`src/rtl/jtag_bus_pkg.sv`:
```
// Shared definitions for the JTAG bus master: FSM encoding, command-word
// field layout and the value of the bus outputs when the master is idle.
package jtag_bus_pkg;

   typedef enum logic [2:0] {
      ST_IDLE,
      ST_WAIT_RES,
      ST_REQ,
      ST_BEGIN,
      ST_WDATA,
      ST_RDATA,
      ST_END,
      ST_ABORT
   } state_e;

   // cmd_word = {read_n_write, byte_enable[3:0], burst_size[7:0], address[31:0]}
   localparam int CMD_W     = 45;
   localparam int ADDR_LSB  = 0;
   localparam int ADDR_W    = 32;
   localparam int BURST_LSB = 32;
   localparam int BURST_W   = 8;
   localparam int BE_LSB    = 40;
   localparam int BE_W      = 4;
   localparam int RNW_BIT   = 44;

   // Everything the master drives onto the bus, kept together so the whole
   // set can be returned to idle in one assignment.
   typedef struct packed {
      logic [ADDR_W-1:0]  addr_data;
      logic [BE_W-1:0]    byte_en;
      logic [BURST_W-1:0] burst;
      logic               rnw;
      logic               begin_t;
      logic               end_t;
      logic               dvalid;
   } bus_out_t;

   localparam bus_out_t BUS_IDLE = '0;

endpackage

```
`src/rtl/jtag_bus_fifo.sv`:
```
// Synchronous show-ahead FIFO with occupancy output. A push and a pop in the
// same cycle leave the level unchanged, including when the FIFO is full.
module jtag_bus_fifo #(
   parameter int WIDTH = 32,
   parameter int DEPTH = 32
) (
   input  logic                   clk,
   input  logic                   rst_n,
   input  logic                   push_i,
   input  logic                   pop_i,
   input  logic [WIDTH-1:0]       wdata_i,
   output logic [WIDTH-1:0]       rdata_o,
   output logic [$clog2(DEPTH):0] level_o
);

   localparam int AW = $clog2(DEPTH);
   localparam int LW = AW + 1;

   logic [WIDTH-1:0] mem_q [DEPTH];
   logic [AW-1:0]    wr_ptr_q;
   logic [AW-1:0]    rd_ptr_q;
   logic [LW-1:0]    level_q;
   logic             full;
   logic             empty;
   logic             do_push;
   logic             do_pop;

   assign full    = (level_q == LW'(DEPTH));
   assign empty   = (level_q == '0);
   assign do_pop  = pop_i & ~empty;
   assign do_push = push_i & (~full | do_pop);
   assign rdata_o = mem_q[rd_ptr_q];
   assign level_o = level_q;

   // Storage write port.
   // NOTE: the storage array has no reset; the level counter alone decides
   // which entries are meaningful, and leaving it unreset lets it map to RAM.
   always_ff @(posedge clk) begin
      if (do_push) mem_q[wr_ptr_q] <= wdata_i;
   end

   // Pointer and occupancy bookkeeping.
   // NOTE: sequential state uses non-blocking assignments so every register
   // samples pre-edge values regardless of statement order.
   always_ff @(posedge clk or negedge rst_n) begin
      if (!rst_n) begin
         wr_ptr_q <= '0;
         rd_ptr_q <= '0;
         level_q  <= '0;
      end else begin
         if (do_push) wr_ptr_q <= wr_ptr_q + AW'(1);
         if (do_pop)  rd_ptr_q <= rd_ptr_q + AW'(1);
         case ({do_push, do_pop})
            2'b10:   level_q <= level_q + LW'(1);
            2'b01:   level_q <= level_q - LW'(1);
            default: level_q <= level_q;
         endcase
      end
   end

endmodule

```
`src/rtl/jtag_bus_master.sv`:
```
// Command-driven burst master: buffers write data and read data in FIFOs,
// reserves FIFO resources for a whole burst before requesting the bus, then
// runs begin / data / end phases with abort on slave error or timeout.
module jtag_bus_master
   import jtag_bus_pkg::*;
#(
   parameter int BURST_MAX      = 16,
   parameter int FIFO_DEPTH     = 32,
   parameter int TIMEOUT_CYCLES = 1024
) (
   input  logic              system_clock,
   input  logic              system_reset,
   input  logic              cmd_valid,
   output logic              cmd_ready,
   input  logic [CMD_W-1:0]  cmd_word,
   input  logic              wdata_valid,
   output logic              wdata_ready,
   input  logic [31:0]       wdata,
   output logic              rdata_valid,
   input  logic              rdata_ready,
   output logic [31:0]       rdata,
   output logic [1:0]        status,
   output logic [31:0]       address_dataOUT,
   output logic [3:0]        byte_enableOUT,
   output logic [7:0]        burst_sizeOUT,
   output logic              read_n_writeOUT,
   output logic              begin_transactionOUT,
   output logic              end_transactionOUT,
   output logic              data_validOUT,
   output logic              busyOUT,
   input  logic [31:0]       address_dataIN,
   input  logic              end_transactionIN,
   input  logic              data_validIN,
   input  logic              busyIN,
   input  logic              errorIN,
   output logic              request,
   input  logic              granted
);

   localparam int LW = $clog2(FIFO_DEPTH) + 1;
   localparam int TW = $clog2(TIMEOUT_CYCLES);
   localparam logic [BURST_W-1:0] BURST_LAST = BURST_W'(BURST_MAX - 1);
   localparam logic [TW-1:0]      TIMER_LAST = TW'(TIMEOUT_CYCLES - 1);

   state_e             state_q;
   logic [ADDR_W-1:0]  addr_q;
   logic [BE_W-1:0]    be_q;
   logic [BURST_W-1:0] burst_q;
   logic               rnw_q;
   logic [8:0]         beat_cnt_q;   // words popped (write) or stored (read)
   logic [TW-1:0]      timer_q;
   logic [1:0]         status_q;     // {timeout, error}
   logic               request_q;
   bus_out_t           bus_q;

   logic [BURST_W-1:0] cmd_burst;
   logic [BURST_W-1:0] cmd_burst_clamped;
   logic [8:0]         burst_words;
   logic               last_beat;
   logic               res_ok;
   logic [LW-1:0]      wlevel;
   logic [LW-1:0]      rlevel;
   logic [31:0]        wfifo_head;
   logic [31:0]        rfifo_head;
   logic               wfifo_push;
   logic               wfifo_pop;
   logic               rfifo_push;
   logic               rfifo_pop;
   logic               rfifo_empty;

   assign cmd_burst         = cmd_word[BURST_LSB +: BURST_W];
   assign cmd_burst_clamped = (cmd_burst > BURST_LAST) ? BURST_LAST : cmd_burst;
   assign burst_words       = {1'b0, burst_q} + 9'd1;
   assign last_beat         = (beat_cnt_q == burst_words);

   // Resources for the whole burst must be in place before the bus is requested,
   // so a read burst can never stall the slave.
   assign res_ok = rnw_q ? ((32'(FIFO_DEPTH) - 32'(rlevel)) >= 32'(burst_words))
                         : (32'(wlevel) >= 32'(burst_words));

   assign wdata_ready = (wlevel != LW'(FIFO_DEPTH));
   assign wfifo_push  = wdata_valid & wdata_ready;
   assign rfifo_empty = (rlevel == '0);
   assign rdata_valid = ~rfifo_empty;
   assign rdata       = rfifo_empty ? '0 : rfifo_head;
   assign rfifo_pop   = rdata_valid & rdata_ready;

   assign cmd_ready            = (state_q == ST_IDLE);
   assign status               = status_q;
   assign request              = request_q;
   assign busyOUT              = 1'b0;
   assign address_dataOUT      = bus_q.addr_data;
   assign byte_enableOUT       = bus_q.byte_en;
   assign burst_sizeOUT        = bus_q.burst;
   assign read_n_writeOUT      = bus_q.rnw;
   assign begin_transactionOUT = bus_q.begin_t;
   assign end_transactionOUT   = bus_q.end_t;
   assign data_validOUT        = bus_q.dvalid;

   // FIFO strobes that must act on the same edge the FSM decides on.
   // NOTE: every output gets a default first so no path leaves it unassigned,
   // which would otherwise infer a latch.
   always_comb begin
      wfifo_pop  = 1'b0;
      rfifo_push = 1'b0;
      case (state_q)
         ST_BEGIN: wfifo_pop  = ~rnw_q & ~errorIN;
         ST_WDATA: wfifo_pop  = ~errorIN & ~busyIN & ~last_beat;
         ST_ABORT: wfifo_pop  = ~rnw_q & ~last_beat;
         ST_RDATA: rfifo_push = ~errorIN & data_validIN & ~last_beat;
         default:  ;
      endcase
   end

   // Transaction FSM with registered bus, request and status outputs.
   always_ff @(posedge system_clock or negedge system_reset) begin
      if (!system_reset) begin
         state_q    <= ST_IDLE;
         addr_q     <= '0;
         be_q       <= '0;
         burst_q    <= '0;
         rnw_q      <= 1'b0;
         beat_cnt_q <= '0;
         timer_q    <= '0;
         status_q   <= '0;
         request_q  <= 1'b0;
         bus_q      <= BUS_IDLE;
      end else begin
         case (state_q)
            ST_IDLE: begin
               bus_q <= BUS_IDLE;
               if (cmd_valid) begin
                  addr_q     <= cmd_word[ADDR_LSB +: ADDR_W];
                  be_q       <= cmd_word[BE_LSB +: BE_W];
                  rnw_q      <= cmd_word[RNW_BIT];
                  burst_q    <= cmd_burst_clamped;
                  beat_cnt_q <= '0;
                  status_q   <= '0;
                  state_q    <= ST_WAIT_RES;
               end
            end
            ST_WAIT_RES: begin
               if (res_ok) begin
                  request_q <= 1'b1;
                  state_q   <= ST_REQ;
               end
            end
            ST_REQ: begin
               if (granted) begin
                  request_q     <= 1'b0;
                  bus_q         <= BUS_IDLE;
                  bus_q.addr_data <= addr_q;
                  bus_q.byte_en <= be_q;
                  bus_q.burst   <= burst_q;
                  bus_q.rnw     <= rnw_q;
                  bus_q.begin_t <= 1'b1;
                  state_q       <= ST_BEGIN;
               end
            end
            ST_BEGIN: begin
               timer_q <= '0;
               bus_q   <= BUS_IDLE;
               if (errorIN) begin
                  status_q[0] <= 1'b1;
                  bus_q.end_t <= 1'b1;
                  state_q     <= ST_ABORT;
               end else if (rnw_q) begin
                  state_q <= ST_RDATA;
               end else begin
                  bus_q.addr_data <= wfifo_head;
                  bus_q.dvalid    <= 1'b1;
                  beat_cnt_q      <= 9'd1;
                  state_q         <= ST_WDATA;
               end
            end
            ST_WDATA: begin
               if (errorIN) begin
                  status_q[0] <= 1'b1;
                  bus_q       <= BUS_IDLE;
                  bus_q.end_t <= 1'b1;
                  state_q     <= ST_ABORT;
               end else if (busyIN) begin
                  if (timer_q == TIMER_LAST) begin
                     status_q[1] <= 1'b1;
                     bus_q       <= BUS_IDLE;
                     bus_q.end_t <= 1'b1;
                     state_q     <= ST_ABORT;
                  end else begin
                     timer_q <= timer_q + TW'(1);
                  end
               end else begin
                  timer_q <= '0;
                  if (last_beat) begin
                     bus_q       <= BUS_IDLE;
                     bus_q.end_t <= 1'b1;
                     state_q     <= ST_END;
                  end else begin
                     bus_q.addr_data <= wfifo_head;
                     beat_cnt_q      <= beat_cnt_q + 9'd1;
                  end
               end
            end
            ST_RDATA: begin
               if (errorIN) begin
                  status_q[0] <= 1'b1;
                  bus_q.end_t <= 1'b1;
                  state_q     <= ST_ABORT;
               end else begin
                  if (data_validIN) begin
                     timer_q <= '0;
                     if (last_beat) status_q[0] <= 1'b1;   // surplus word dropped
                     else           beat_cnt_q  <= beat_cnt_q + 9'd1;
                  end else if (timer_q != TIMER_LAST) begin
                     timer_q <= timer_q + TW'(1);
                  end
                  if (end_transactionIN) begin
                     state_q <= ST_IDLE;
                  end else if (!data_validIN && timer_q == TIMER_LAST) begin
                     status_q[1] <= 1'b1;
                     bus_q.end_t <= 1'b1;
                     state_q     <= ST_ABORT;
                  end
               end
            end
            ST_END: begin
               bus_q   <= BUS_IDLE;
               state_q <= ST_IDLE;
            end
            ST_ABORT: begin
               // Drop the unsent remainder of a write burst, one word per cycle.
               bus_q <= BUS_IDLE;
               if (rnw_q || last_beat) state_q    <= ST_IDLE;
               else                    beat_cnt_q <= beat_cnt_q + 9'd1;
            end
            default: begin
               bus_q   <= BUS_IDLE;
               state_q <= ST_IDLE;
            end
         endcase
      end
   end

   jtag_bus_fifo #(.WIDTH(32), .DEPTH(FIFO_DEPTH)) u_wfifo (
      .clk     (system_clock),
      .rst_n   (system_reset),
      .push_i  (wfifo_push),
      .pop_i   (wfifo_pop),
      .wdata_i (wdata),
      .rdata_o (wfifo_head),
      .level_o (wlevel)
   );

   jtag_bus_fifo #(.WIDTH(32), .DEPTH(FIFO_DEPTH)) u_rfifo (
      .clk     (system_clock),
      .rst_n   (system_reset),
      .push_i  (rfifo_push),
      .pop_i   (rfifo_pop),
      .wdata_i (address_dataIN),
      .rdata_o (rfifo_head),
      .level_o (rlevel)
   );

endmodule
```
`config.mk`:
```
export PLATFORM = sky130hd
export DESIGN_NAME = jtag_bus_master
export DESIGN_NICKNAME = d
export VERILOG_FILES = /design/src/rtl/jtag_bus_pkg.sv /design/src/rtl/jtag_bus_fifo.sv /design/src/rtl/jtag_bus_master.sv
export SDC_FILE = /design/constraint.sdc
export NUM_CORES = 2
export LEC_CHECK = 0
export CORE_MARGIN = 2
export CORE_UTILIZATION = 50
export CTS_CLUSTER_DIAMETER = 50
export CTS_CLUSTER_SIZE = 25
export DETAILED_ROUTE_END_ITERATION = 8
export PLACE_DENSITY = 0.67
export SLEW_MARGIN = 5
export SYNTH_ARGS = -nofsm -noshare
export SYNTH_HDL_FRONTEND = slang
export SYNTH_SLANG_ARGS = --single-unit
```
`constraint.sdc`:
```
create_clock -name system_clock -period 5.5 [get_ports system_clock]
set_input_delay 0.825 -clock system_clock [delete_from_list [all_inputs] [get_ports system_clock]]
set_output_delay 0.825 -clock system_clock [all_outputs]
set_load 0.05 [all_outputs]
```
Word-level counts from Yosys, hierarchy flattened:

Memory sizes are Yosys's and may differ from the RTL's.
Cells that the tools add are included.

* memories: 2
* logic and storage cells: 204
* memory bits (writable): 2048
* output and inout bits: 87
* flip-flop bits (word level): 150
* input port bits: 119

* eq/ne operators: 42
* bitwise operators: 22
* $lt $le $gt $ge: 3
* reduce and logical (&&, ||, !) cells: 27
* $add $sub $neg: 12
* multiplexer cells: 73

Memories
* u_rfifo.mem_q: words 32, width 32, rd ports 1, clocked after Yosys merged registers in 0, wr ports 1, line jtag_bus_fifo.sv:19 `logic [WIDTH-1:0] mem_q [DEPTH];`
* u_wfifo.mem_q: words 32, width 32, rd ports 1, clocked after Yosys merged registers in 0, wr ports 1, line jtag_bus_fifo.sv:19

Operator list (number)
* two-way mux 48 bit: 4
* one-hot mux 46 bit (4 select lines): 1
* two-way mux 32 bit: 4
* two-way mux 9 bit: 9
* two-way mux 10 bit: 6
* one-hot mux 9 bit (5 select lines): 1
* two-way mux 3 bit: 12
* >= comparator 32 x 9 -> 1 bit: 1
* inequality test 2 bit (second input constant): 15
* one-hot mux 10 bit (3 select lines): 1
* one-hot mux 3 bit (8 select lines): 1
* one-hot mux 6 bit (2 select lines): 2
* two-way mux 1 bit: 23
* adder 5 x 1 -> 5 bit (second input constant): 4
* inequality test 3 bit (second input constant): 6
* two-way mux 16 bit: 1
* adder 6 x 1 -> 6 bit (second input constant): 2
* bitwise AND 1 bit: 12
* == test 3 bit (second input constant): 4
* == test 6 bit (second input constant): 2
* zero test 6 bit: 2
* inequality test 4 bit (second input constant): 3
* subtractor 6 x 1 -> 6 bit (second input constant): 2
* adder 10 x 1 -> 10 bit (second input constant): 1
* 40 further kinds: 60

Longest topological paths before layout:

* word-level depth: 10
* mapped depth: 18
* gate-level depth less buffers: 17

Modules after synthesis:

A second synthesis with hierarchy kept.

* cells, all modules: 4415
* area total of the unflattened synthesis: 86436.6 um2

By module, submodules not included
* jtag_bus_fifo at u_rfifo: area an instance 40007.1 um2, cells each 1866, sequential area each 31149.9 um2, instances 1
* jtag_bus_fifo at u_wfifo: area an instance 39972.1 um2, cells each 1834, sequential area each 31149.9 um2, instances 1
* jtag_bus_master: area an instance 6457.4 um2, cells each 715, sequential area each 2952.8 um2, instances 1

Least setup slack after synthesis:

OpenSTA, ideal clock, no wires.

* kind: register to register
* from: register burst_q[0]
* to: memory u_rfifo.mem_q[24][0], enable pin
* stages on the path, launching flop included: 9
* clock period less this slack: 4.196 ns
* required time: 5.079 ns
* path buffers: 0
* setup slack: 1.304 ns
* data arrival time: 3.775 ns
* library setup time: 0.421 ns
* path through: dfrtp_1 > ha_1 > nand2_1 > or4_1 > o2111ai_1 > nor4b_4 > a211oi_1 > nand2_1 > nor2_1

* cells in the longest elaborated chain, start to end: 8

Ends and longest elaborated chain
* start, declared: line jtag_bus_master.sv:48 `logic [BURST_W-1:0] burst_q;`
* start signal, assigned: line jtag_bus_master.sv:136 `burst_q <= cmd_burst_clamped;`
* adder 8 x 1 -> 9 bit: line jtag_bus_master.sv:73 `assign burst_words = {1'b0, burst_q} + 9'd1;`
* == test 9 bit: line jtag_bus_master.sv:74 `assign last_beat = (beat_cnt_q == burst_words);`
* inverter 1 bit: line jtag_bus_master.sv:110 `ST_RDATA: rfifo_push = ~errorIN & data_validIN & ~last_beat;`
* bitwise AND 1 bit: line jtag_bus_master.sv:110
* two-way mux 1 bit: line jtag_bus_master.sv:106 `case (state_q)`
* bitwise AND 1 bit: line jtag_bus_fifo.sv:31 `assign do_push = push_i & (~full | do_pop);`
* two-way mux 1 bit: line jtag_bus_fifo.sv:39 `if (do_push) mem_q[wr_ptr_q] <= wdata_i;`
* two-way mux 1 bit (not written as such): line jtag_bus_fifo.sv:39
* end, declared: line jtag_bus_fifo.sv:19

Every way passes these cells.

Worst setup path after layout:

* from: register u_rfifo.rd_ptr_q[0]
* to: output rdata[1]

* cells in the longest elaborated chain, start to end: 2

Ends and longest elaborated chain
* start, declared: line jtag_bus_fifo.sv:21 `logic [AW-1:0] rd_ptr_q;`
* start signal, assigned: line jtag_bus_fifo.sv:52 `if (do_pop) rd_ptr_q <= rd_ptr_q + AW'(1);`
* memory read (32 x 32 bit)
* two-way mux 32 bit: line jtag_bus_master.sv:85 `assign rdata = rfifo_empty ? '0 : rfifo_head;`
* end, declared: line jtag_bus_master.sv:21 `output logic [31:0] rdata,`

Every way passes these cells.

==> run_results.csv <==
group,metric,value,unit
setup_path,r2r_cells,9,
outcome,status,"finished clean",
setup_path,start_kind,"flip-flop",
pwr,ir_worst_vdd,0.375,mV
sta,fmax,194,MHz
placement,numPortBuffers,204,
clocking,cts_buffers,165,
sta,slew_violations,0,
floorplanning,design.core.area,0.171,mm^2
placement,gp_congestion,0.817,
pwr,leakagePower,31.1,nW
floorplanning,die_h,418,um
placement,dp_hpwl,113000,um
pwr,power,48.9,mW
sta,rsz0062_at_grt,"false",
global_routing,antenna_found_initial,9,
floorplanning,die_width,418,um
setup_path,cp_cell_sequence,"buf_12 -> mux4_2 -> mux4_2 -> mux2i_1 -> nor2_1 -> clkdlybuf4s50_1",
final_layout,nets,4376,
setup_path,cp_max_fo,54,
yosys,synth_top_area_share,71.7,%
sta,setup_violations,0,
yosys,synth_edf_count,2048,
yosys,netlist_area,0.0858,mm^2
floorplanning,die-area,0.175,mm^2
route,firstDrtPassIters,6,
yosys,avgSynthCellArea,21.9,um^2
sta,clock_skew,64.0,ps
pwr,p_int,32.8,mW
pwr,sw_frac_of_total,32.8,%
global_routing,grt_pass1_wl,295000,um
clocking,cts_tree,"done",
placement,dp_cells,6278,
global_routing,grt_pass1_vias,41300,
yosys,synth.most_common_cell,"edfxtp_1",
route,via_count,41200,
clocking,clock-sinks,2198,
clocking,clock_latency,850,ps
setup_path,path_common_cell,"mux4_2",
clocking,postCtsSetupRepairBufs,0,
setup_path,cp.required,4680,ps
setup_path,cp_slowest_stage_delay,820,ps
yosys,yosysSeqAreaShare,76.1,%
clocking,cts_buffer_depth,3,
clocking,root_buffer,"clkbuf_16",
yosys,synth_cell_types,66,
final_layout,layout.cells.non_filler,6589,
pwr,combPwrFrac,31.9,%
yosys,ys_async_sr_fraction,6.82,%
sta,fin_crit_sh,93.6,%
route,drt_iter0_drc,4812,
yosys,syn_nets,4080,
global_routing,grt-ovfl-total,0,
setup_path,crit_arrival,4330,ps
floorplanning,initial_core_util,50.2,%
sta,hold_viol,0,
route,routed_via_density,6.25,
pwr,seq_power_share,41.4,%
clocking,cts-resized-gates,0,
sta,fin_crit,5150,ps
clocking,clk_pin_slew,70,ps
final_layout,fin_util,57.2,%
yosys,synth_common_cells,"edfxtp_1 (2048), mux4_2 (640), nand2_1 (167)",
route,drc,0,
pwr,powerDensity,500,mW/mm^2
final_layout,area_growth_syn_to_layout,14.0,%
flow_run,maxCapViolCount,0,
hold_path,holdPathStages,2,
route,wire_per_inst,30.9,um
route,ant_nets,0,
pwr,p_clk_share,26.7,%
yosys,synth_seq_cells,2198,
setup_path,cp_slowest_cell,"dfrtp_4",
global_routing,track_usage,23.5,%
final_layout,drive_above_1_share,27.4,%
setup_path,critPathCaptureType,"primary output",
global_routing,grt_max_degree,76,
floorplanning,rows,152,
floorplanning,pin_count,206,
sta,slew_headroom,19.9,%
hold_path,hold_class,"flip-flop to flip-flop",
yosys,ys.flop_type,"edfxtp_1",
setup_path,worst-setup-path-type,"flip-flop to primary output",
clocking,ctsHoldBuffers,1,
yosys,synthTopCellsByArea,"edfxtp_1 (72%), mux4_2 (17%), dfrtp_1 (4.4%), mux2i_1 (0.83%), nand2_1 (0.73%)",
yosys,yosys.area.top_type,"edfxtp_1",
sta,worst_pin_slew,1200,ps
clocking,htreeDepth,4,
sta,fin_setup_tns,0,ps
yosys,yosysWarningCount,0,
pwr,p_sw,16.1,mW
route,finalWirelength,204000,um
yosys,syn-instance-count,3917,
flip-flops by register name, summed over array words and instances (netlist names), 6 cells and up:
register,flops
addr_q,32
address_dataOUT,32
beat_cnt_q,9
burst_q,8
burst_sizeOUT,8
timer_q,10
u_rfifo.level_o,6
u_rfifo.mem_q,1024
u_wfifo.level_o,6
u_wfifo.mem_q,1024
layout make-up:
cell class                 count  area (um^2)
tap                         2233         2790
antenna                        3         7.51
multi-input combinational   1473        20100
timing repair buffer         343         3480
sequential                  2198        65300
fill                       12300        73200
inverter                      32          120
clock buffer                 175         4260
clock inverter               132         1710
cells by family (layout without fill, tap and decap cells):
group / after synthesis / after routing / synth area share, %
flip-flops: 2198 / 2198 / 76.1
multiplexers: 721 / 721 / 17.8
AND/OR/NAND/NOR: 456 / 456 / 2.40
buffers and inverters: 246 / 682 / 1.10
AO/OA/AOI/OAI: 213 / 213 / 1.59
adder cells (fa/ha/maj): 44 / 44 / 0.659
XOR/XNOR: 38 / 38 / 0.406
other: 1 / 4 / 0.00437
per-stage QoR:
stage | worst slack [ps] | instance area (um^2) | hold slack [ps]
after floorplan | 1300 | 85800 | 445
after global routing | 94.0 | 97800 | 486
final | 350 | 97800 | 475
after CTS | 157 | 97700 | 428
after global placement | 606 | 91800 | 457
after detailed placement | 536 | 91800 | 462
path summary, 6_finish.rpt:
kind	start	endpoint	slack [ps]
worst max-delay path	u_rfifo.rd_ptr_q[0]	rdata[1]	350
worst min-delay path	be_q[0]	be_q[0]	480
worst max register to register	burst_q[0]	u_rfifo.mem_q[25][28]	690
worst min register to register	be_q[0]	be_q[0]	480
max in group asynchronous	system_reset	u_rfifo.rd_ptr_q[0]	3780
min in group asynchronous	system_reset	address_dataOUT[31]	510
cell usage in the layout, fill, tap and decap left out, types with 24 or more instances in the layout:
| master | instances |
|---|---|
| nor2_4 | 66 |
| edfxtp_1 | 2048 |
| mux2i_1 | 71 |
| o22ai_1 | 33 |
| inv_6 | 33 |
| o21ai_0 | 47 |
| xnor2_1 | 27 |
| nand2_1 | 165 |
| clkbuf_16 | 169 |
| inv_1 | 32 |
| a21oi_1 | 58 |
| clkdlybuf4s50_1 | 203 |
| ha_1 | 42 |
| nor2_1 | 100 |
| buf_4 | 107 |
| buf_12 | 31 |
| nand4_1 | 24 |
| mux4_2 | 640 |
| dfrtp_1 | 140 |
power groups by stage:
stage               Clock (mW)  Combinational, mW  Sequential (mW)
floorplan                    0               10.9             20.4
global placement             0               15.7             20.6
detailed placement           0               15.8             20.6
CTS                       13.3               15.9             20.3
global route              13.9               16.6             20.4
finish                    13.0               15.6             20.3
routing by layer:
metal,vias up,track usage [%],part of all wire [%]
met5,-,0,0.016
met2,1583,39.8,51
met1,22400,32.5,40
li1,16900,-,-
met3,311,3.26,6.3
met4,4,6.14,2.5
worst max-delay path, delay by kind of cell (launching register included):
kind,cells,cell delay (ps)
muxes,3,1370
and+or+nand+nor,1,70
buffers and inverters,2,1150
DFF,1,820
No activity file was read; power rests on OpenSTA's default activity.
